<file path="config.mk">
export PLATFORM = sky130hd
export DESIGN_NAME = weight_load_sched
export DESIGN_NICKNAME = d
export VERILOG_FILES = /design/src/rtl/pe_array_pkg.sv /design/src/rtl/weight_load_sched_rd_seq.sv /design/src/rtl/weight_load_sched.sv
export SDC_FILE = /design/constraint.sdc
export NUM_CORES = 1
export LEC_CHECK = 0
export CORE_MARGIN = 1.5
export CORE_UTILIZATION = 35
export DETAILED_ROUTE_END_ITERATION = 8
export PLACE_DENSITY = 0.66
export SLEW_MARGIN = 25
export SYNTH_ARGS = -nofsm -noshare
export SYNTH_HDL_FRONTEND = slang
export SYNTH_SLANG_ARGS = --single-unit
</file>
<file path="constraint.sdc">
create_clock -name clk -period 3 [get_ports clk]
set_clock_uncertainty 0.1 [all_clocks]
set_input_delay 0.3 -clock clk [delete_from_list [all_inputs] [get_ports clk]]
set_output_delay 0.3 -clock clk [all_outputs]
set_load 0.02 [all_outputs]
</file>
<file path="src/rtl/pe_array_pkg.sv">
// Shared types and defaults for the PE-array weight path.
// The state encoding is kept here so that every block decodes the same values.
package pe_array_pkg;

    localparam int DEF_DATA_WIDTH   = 16;
    localparam int DEF_BUFFER_DEPTH = 16;
    localparam int KS_W             = 8;

    typedef enum logic [2:0] {
        ST_IDLE  = 3'd0,
        ST_FLUSH = 3'd1,
        ST_LOAD  = 3'd2,
        ST_RUN   = 3'd3,
        ST_DONE  = 3'd4
    } sched_state_e;

endpackage

</file>
<file path="src/rtl/weight_load_sched_rd_seq.sv">
// RUN-phase read sequencer: word address r and pass counter, frozen whenever advance is low.
// Both counters sit at zero while clear is high, so every RUN phase begins at word 0 of pass 0.
module weight_load_sched_rd_seq
    import pe_array_pkg::*;
#(
    parameter int PASS_W = 8
) (
    input  logic              clk,
    input  logic              rst,
    input  logic              clear,
    input  logic              advance,
    input  logic [KS_W-1:0]   kernel_size,
    input  logic [PASS_W-1:0] num_passes,
    output logic [KS_W-1:0]   rd_addr,
    output logic              last_word,
    output logic              last_pass_word
);

    logic [KS_W-1:0]   r;
    logic [PASS_W-1:0] pass;

    // NOTE: sequential state uses non-blocking assignments so that every register
    // samples its inputs from before the edge, whatever order the statements are in.
    always_ff @(posedge clk) begin
        if (rst || clear) begin
            r    <= '0;
            pass <= '0;
        end else if (advance) begin
            if (last_word) begin
                r    <= '0;
                pass <= pass + PASS_W'(1);
            end else begin
                r <= r + KS_W'(1);
            end
        end
    end

    assign rd_addr        = r;
    assign last_word      = (r == kernel_size - KS_W'(1));
    assign last_pass_word = last_word && (pass == num_passes - PASS_W'(1));

endmodule

</file>
<file path="src/rtl/weight_load_sched.sv">
// Weight buffer sequencer: loads kernel_size words into each active PE buffer in turn,
// then replays the stored kernel to all PEs in lockstep for num_passes passes.
module weight_load_sched
    import pe_array_pkg::*;
#(
    parameter  int DATA_WIDTH   = DEF_DATA_WIDTH,
    parameter  int BUFFER_DEPTH = DEF_BUFFER_DEPTH,
    parameter  int NUM_PE       = 4,
    parameter  int PASS_W       = 8,
    localparam int PE_W         = $clog2(NUM_PE) + 1
) (
    input  logic                  clk,
    input  logic                  rst,
    input  logic                  start,
    input  logic [KS_W-1:0]       kernel_size,
    input  logic [PE_W-1:0]       num_pe,
    input  logic [PASS_W-1:0]     num_passes,
    input  logic [DATA_WIDTH-1:0] s_data,
    input  logic                  s_valid,
    output logic                  s_ready,
    input  logic                  pe_stall,
    output logic [NUM_PE-1:0]     wb_flush,
    output logic [NUM_PE-1:0]     wb_wr_en,
    output logic [KS_W-1:0]       wb_wr_addr,
    output logic [DATA_WIDTH-1:0] wb_wr_data,
    output logic                  wb_rd_en,
    output logic [KS_W-1:0]       wb_rd_addr,
    output logic                  wb_rd_last,
    output logic                  busy,
    output logic                  done,
    output logic                  cfg_err
);

    sched_state_e      state, state_nxt;

    logic [KS_W-1:0]   k_lat;
    logic [PE_W-1:0]   npe_lat;
    logic [PASS_W-1:0] passes_lat;
    logic [PE_W-1:0]   pe_idx;
    logic [KS_W-1:0]   w;

    logic              cfg_bad;
    logic              start_ok;
    logic              load_last_word;
    logic              last_pe;
    logic              rd_advance;
    logic              rd_clear;
    logic [KS_W-1:0]   rd_r;
    logic              rd_last_word;
    logic              rd_last_pass_word;

    assign cfg_bad = (kernel_size == '0)
                  || (kernel_size > KS_W'(BUFFER_DEPTH))
                  || (num_pe == '0)
                  || (num_pe > PE_W'(NUM_PE))
                  || (num_passes == '0);

    assign start_ok       = (state == ST_IDLE) && start && !cfg_bad;
    assign load_last_word = (w == k_lat - KS_W'(1));
    assign last_pe        = (pe_idx == npe_lat - PE_W'(1));
    assign rd_clear       = (state != ST_RUN);
    assign busy           = (state != ST_IDLE);

    // NOTE: every output of this block gets a default before the case statement;
    // a path that left one unassigned would infer a latch.
    always_comb begin
        state_nxt  = state;
        s_ready    = 1'b0;
        wb_flush   = '0;
        wb_wr_en   = '0;
        wb_wr_addr = '0;
        wb_wr_data = '0;
        wb_rd_en   = 1'b0;
        wb_rd_addr = '0;
        wb_rd_last = 1'b0;
        done       = 1'b0;
        rd_advance = 1'b0;

        case (state)
            ST_IDLE: begin
                if (start_ok) state_nxt = ST_FLUSH;
            end
            ST_FLUSH: begin
                wb_flush  = NUM_PE'(1) << pe_idx;
                state_nxt = ST_LOAD;
            end
            ST_LOAD: begin
                s_ready = 1'b1;
                if (s_valid) begin
                    wb_wr_en   = NUM_PE'(1) << pe_idx;
                    wb_wr_addr = w;
                    wb_wr_data = s_data;
                    if (load_last_word) state_nxt = last_pe ? ST_RUN : ST_FLUSH;
                end
            end
            ST_RUN: begin
                wb_rd_addr = rd_r;
                if (!pe_stall) begin
                    wb_rd_en   = 1'b1;
                    wb_rd_last = rd_last_word;
                    rd_advance = 1'b1;
                    if (rd_last_pass_word) state_nxt = ST_DONE;
                end
            end
            ST_DONE: begin
                done      = 1'b1;
                state_nxt = ST_IDLE;
            end
            default: state_nxt = ST_IDLE;
        endcase
    end

    // NOTE: only control registers live here and all of them are reset; the weight
    // storage itself is in the PE buffers and is cleared by the FLUSH pulse instead.
    always_ff @(posedge clk) begin
        if (rst) begin
            state      <= ST_IDLE;
            k_lat      <= '0;
            npe_lat    <= '0;
            passes_lat <= '0;
            pe_idx     <= '0;
            w          <= '0;
            cfg_err    <= 1'b0;
        end else begin
            state   <= state_nxt;
            cfg_err <= (state == ST_IDLE) && start && cfg_bad;

            case (state)
                ST_IDLE: begin
                    if (start_ok) begin
                        k_lat      <= kernel_size;
                        npe_lat    <= num_pe;
                        passes_lat <= num_passes;
                        pe_idx     <= '0;
                    end
                end
                ST_FLUSH: w <= '0;
                ST_LOAD: begin
                    if (s_valid) begin
                        if (load_last_word) begin
                            w <= '0;
                            if (!last_pe) pe_idx <= pe_idx + PE_W'(1);
                        end else begin
                            w <= w + KS_W'(1);
                        end
                    end
                end
                default: ;
            endcase
        end
    end

    weight_load_sched_rd_seq #(
        .PASS_W (PASS_W)
    ) u_rd_seq (
        .clk            (clk),
        .rst            (rst),
        .clear          (rd_clear),
        .advance        (rd_advance),
        .kernel_size    (k_lat),
        .num_passes     (passes_lat),
        .rd_addr        (rd_r),
        .last_word      (rd_last_word),
        .last_pass_word (rd_last_pass_word)
    );

endmodule

</file>
* Word level (Yosys, flattened, before mapping)
Cells that the tools add are included.
** Storage, ports and cells
- Register bits after elaboration :: 50
- Input bits :: 40
- Output and inout port bits :: 46
- Word-level logic and storage cells :: 86
** Operators by class
- Add/subtract/negate cells :: 7
- Magnitude comparators :: 2
- Eq/ne operators :: 15
- Shift-type cells :: 1
- Muxes and demuxes :: 30
- Reduce and logical (&&, ||, !) cells :: 22
** Operators by type and width (number)
- 8-bit 2-to-1 mux :: 6
- 16-bit 2-to-1 mux :: 2
- 3-bit 2-to-1 mux :: 9
- 8-bit by 1-bit adder with 8-bit output (second input constant) :: 3
- 8-bit == test :: 3
- 8-bit logical NOT :: 2
- 8-bit one-hot mux with 2 select lines :: 1
- 8-bit by 1-bit subtractor with 8-bit output (second input constant) :: 2
- 4-bit 2-to-1 mux :: 3
- 2-bit inequality test (second input constant) :: 6
- 3-bit one-hot mux with 4 select lines :: 1
- 5-bit AND reduction :: 2
- 8-bit by 5-bit > comparator with 1-bit output (second input constant) :: 1
- 3-bit by 2-bit == test with 1-bit output (second input constant) :: 2
- 3-bit logical NOT :: 2
- 1-bit 2-to-1 mux :: 6
- 3-bit one-hot mux with 2 select lines :: 1
- 2-bit AND reduction :: 3
- 1-bit logical OR :: 5
- 1-bit logical AND :: 4
- 2-bit nonzero test :: 2
- 1-bit by 3-bit left shift with 4-bit output (first input constant) :: 1
- 3-bit by 1-bit adder with 3-bit output (second input constant) :: 1
- 3-bit by 1-bit == test with 1-bit output (second input constant) :: 1
- other kinds (8) :: 8

* Longest topological paths before layout
- Depth after elaboration :: 9
- Mapped depth :: 11
- Gate-level depth less buffers :: 8

* Cells and area by module
Synthesis repeated with hierarchy kept, for this count alone.
** Unflattened totals
- Cell total of the unflattened synthesis :: 434
- Area, all modules :: 3404.5 µm²
** Modules (own cells, without submodules)
- weight_load_sched :: times used 1, cells an instance 273, area an instance 2110.8 µm², sequential area each 680.7 µm²
- weight_load_sched_rd_seq :: times used 1, cells an instance 161, area an instance 1293.7 µm², sequential area each 320.3 µm²

* Worst setup path before layout
OpenSTA, ideal clock, no wires.
- Kind :: reg-to-output
- Start :: register k_lat[0]
- End :: output wb_rd_last
- Arrival :: 2.357 ns
- Data required time :: 2.600 ns
- Slack :: 0.243 ns
- Cell stages (with the launch flop) :: 11
- Path buffers :: 3
- Path through :: dfxtp_1 > clkbuf_1 > inv_1 > ha_1 > or4b_4 > o21ai_1 > nor2_1 > or3_1 > buf_2 > nor3_2 > buf_2
** Between the ends
- Word-level cells in the longest chain between the ends :: 4
** Ends and longest elaborated chain
- start, declared :: line weight_load_sched.sv:36 : logic [KS_W-1:0] k_lat;
- start signal, assigned :: line weight_load_sched.sv:131 : k_lat <= kernel_size;
- 8-bit by 1-bit subtractor with 8-bit output :: line weight_load_sched_rd_seq.sv:39 : assign last_word = (r == kernel_size - KS_W'(1));
- 8-bit == test :: line weight_load_sched_rd_seq.sv:39
- 1-bit 2-to-1 mux :: line weight_load_sched.sv:98 : if (!pe_stall) begin
- 1-bit 2-to-1 mux :: line weight_load_sched.sv:79 : case (state)
- end, declared :: line weight_load_sched.sv:28 : output logic wb_rd_last,
Every way passes these cells.

* Worst setup path in the final report
- Start :: register state[2]
- End :: output wb_wr_data[0]
** Between the ends
- Word-level cells in the longest chain between the ends :: 2
** Ends and longest elaborated chain
- start, declared :: line weight_load_sched.sv:34 : sched_state_e state, state_nxt;
- start signal, assigned :: line weight_load_sched.sv:125 : state <= state_nxt;
- 3-bit by 2-bit == test with 1-bit output :: line weight_load_sched.sv:79
- 16-bit 2-to-1 mux :: line weight_load_sched.sv:79
- end, declared :: line weight_load_sched.sv:25 : output logic [DATA_WIDTH-1:0] wb_wr_data,
Every way passes these cells.

==> results.cfg <==
[layout]
area_growth_pct = 34.1
multi_input_area_um2 = 2290
design_area_um2 = 4600
register_area_um2 = 1000
layout-drive-gt1-share_pct = 6.15
diodes = 0
fin_nets = 570
nFillCells = 941

[global_route]
grt_use_total_pct = 17.7
grt_max_degree = 20
overflow = 0
grt_pass1_vias = 3095
antenna_found_initial = 0
grt_pass1_wl_um = 14800

[synth]
synth_area_leaders = dfxtp_1, mux2i_1, and3_1
syn_nets = 479
synthCells = 428
yosysMostFrequentCell = dfxtp_1
synth_simple_gate_area_share_pct = 34.0
synth_top_family_by_area = simple AND/OR/NAND/NOR gates
synthMuxAreaShare_pct = 6.71
ys_ff_latch = 50
yosys_warnings = 0
synth_edf_count = 0
synth_area_leader_cell = dfxtp_1
synthDominantCellAreaShare_pct = 29.2
synthTopCellsByCount = dfxtp_1, nand2_1, nor2_1, and3_1, mux2i_1
synth_seq_area_share_pct = 29.2
synth_area_per_cell_um2 = 8.02
synth_ff_type = dfxtp_1
synthArstFlopShare_pct = 0
synth-xor-area-share_pct = 10.8
synthAdderAreaFrac_pct = 4.01
synth_compound_area_share_pct = 11.2
synth_area_um2 = 3430
ys_types = 59

[clocking]
clock_latency_ps = 310
clock_sinks = 50
htreeDepth = 2
cts_tree = built
cts.path.max_buffers = 2
hold_buffers = 0
path_clk_slew_ps = 90
numCtsBuffers = 5
cts_root_buffer = clkbuf_8

[power_and_ir_drop]
p_int_mw = 1.20
leakage_nw = 1.93
clkPwrFrac_pct = 26.5
seqPwrFrac_pct = 40.0
netSwitchingFraction_pct = 33.6
combPwrFrac_pct = 33.5
p_switching_mw = 0.605
peakVddDrop_mv = 0.263
powerDensity_nw_per_um2 = 392

[worst_setup_path]
crit_fanout = 19
crit_chain = nor2_1 -> nand2_1 -> clkinvlp_4 -> buf_4 -> and3_1 -> clkdlybuf4s50_1
cp-end-kind = primary output
startpoint_type = register
cp_slowest_cell = clkdlybuf4s50_1
slowest_delay_ps = 540
r2r_cells = 7
crit_required_ps = 2600
worst_ep_arrival_time_ps = 2380
crit_type = reg2out

[floorplanning]
core-area_um2 = 9370
die_x_um = 102
num_rows = 35
start_util_pct = 36.6
num_io_pins = 86
dieHeight_um = 102
die_area_um2 = 10400

[placement]
dp_slack_ps = 136
dp_hpwl_um = 7170
place_congestion = 0.914
io_buffers = 85
placed_area_um2 = 4490

[route]
drt_wl_total_um = 9130
wl_per_cell_um = 14.1
via_count = 3379
drt_iter0_markers = 152
post-route-drc-count = 0
viasPerCell = 5.21
ant_nets = 0
firstDrtPassIters = 4

[sta]
period_needed_ps = 2780
fmaxAchievable_mhz = 360
fin_setup_tns_ps = 0
drv_slew = 0
rsz0062_at_grt = false
hold_viol = 0
setup_viol = 0
setup_ws_ps = 222
post-route-period-util_pct = 92.6
slew_headroom_pct = 56.0
tightest_slew_ps = 644

[flow_run]
maxCapViolCount = 0

[min_path]
hp-class = reg2reg
hold_depth = 2

[run_status]
outcome = finished clean
timing repair:
action	CTS	global route
pin swaps	0	0
setup endpoints to repair	1	16
resized for setup	1	3
buffers inserted	0	0
endpoints found under the hold margin	0	0
registers in the layout (all words and copies together), names as in the netlist:
| name | count |
|---|---|
| passes_lat | 8 |
| u_rd_seq.pass | 8 |
| pe_idx | 3 |
| u_rd_seq.rd_addr | 8 |
| k_lat | 8 |
| npe_lat | 3 |
| cfg_err | 1 |
| w | 8 |
| state | 3 |
worst max-delay path: cells and delay by family (launching register included):
kind | cells | cell delay [ps]
DFF | 1 | 450
buffers and inverters | 3 | 1150
and+or+nand+nor | 3 | 470
layout by cell type (no fill, tap or decap), types with 4 or more instances in the layout:
cell	instances
a21oi_1	9
and2_1	16
and3_1	33
buf_4	18
clkbuf_8	5
clkdlybuf4s50_1	84
dfxtp_1	50
ha_1	11
inv_1	14
mux2i_1	23
nand2_1	41
nand3_1	10
nand4_1	12
nor2_1	37
nor2b_1	5
nor3_1	20
nor4_1	11
o211ai_1	4
o21ai_0	6
o22ai_1	4
or3_1	10
xnor2_1	19
xor2_1	18
area by class of cell:
cell class | instances | area share (%)
well taps | 129 | 3.51
multi-input cells | 343 | 49.7
repair buffers | 103 | 21.3
clock buffers | 7 | 1.66
flip-flops and latches | 50 | 21.8
inverters | 16 | 1.39
clock inverters | 1 | 0.653
per-stage QoR:
stage / power [mW] / hold WS (ps) / cells / utilization [%]
after floorplan: 1.07 / 344 / 428 / -
after global placement: 1.32 / 390 / 641 / 48.0
after detailed placement: 1.33 / 408 / 641 / 48.0
after CTS: 1.80 / 421 / 649 / 49.1
after global routing: 1.89 / 458 / 649 / 49.1
final: 1.80 / 424 / 649 / 49.1
power groups by stage:
stage	Combinational (mW)	Sequential [mW]	Clock (mW)
global route	0.654	0.725	0.512
global placement	0.584	0.736	0
detailed placement	0.593	0.736	0
CTS	0.596	0.721	0.486
finish	0.604	0.721	0.478
floorplan	0.352	0.716	0
cells by family (layout without fill, tap and decap cells):
group           after synthesis  count (layout)
fa+ha+maj                    11              11
compound gates               54              54
mux                          23              23
buf+inv                      35             127
xor+xnor                     39              39
simple gates                216             216
flops                        50              50
per-layer routing:
| layer | vias to the layer above | GRT usage, % | part of all wire [%] |
|---|---|---|---|
| met1 | 1593 | 24.1 | 47 |
| met2 | 57 | 29.1 | 49 |
| met3 | 10 | 2.60 | 2.8 |
| met5 | - | 0 | 0 |
| met4 | 0 | 5.16 | 1.4 |
| li1 | 1719 | - | - |
worst paths after layout:
kind	from	to	slack, ps
setup / recovery	state[2]	wb_wr_data[0]	220
hold / removal	u_rd_seq.pass[1]	u_rd_seq.pass[1]	420
hold reg to reg	u_rd_seq.pass[1]	u_rd_seq.pass[1]	420
setup reg to reg	k_lat[0]	pe_idx[1]	320
Note: power is estimated with default switching activity, not from simulation.
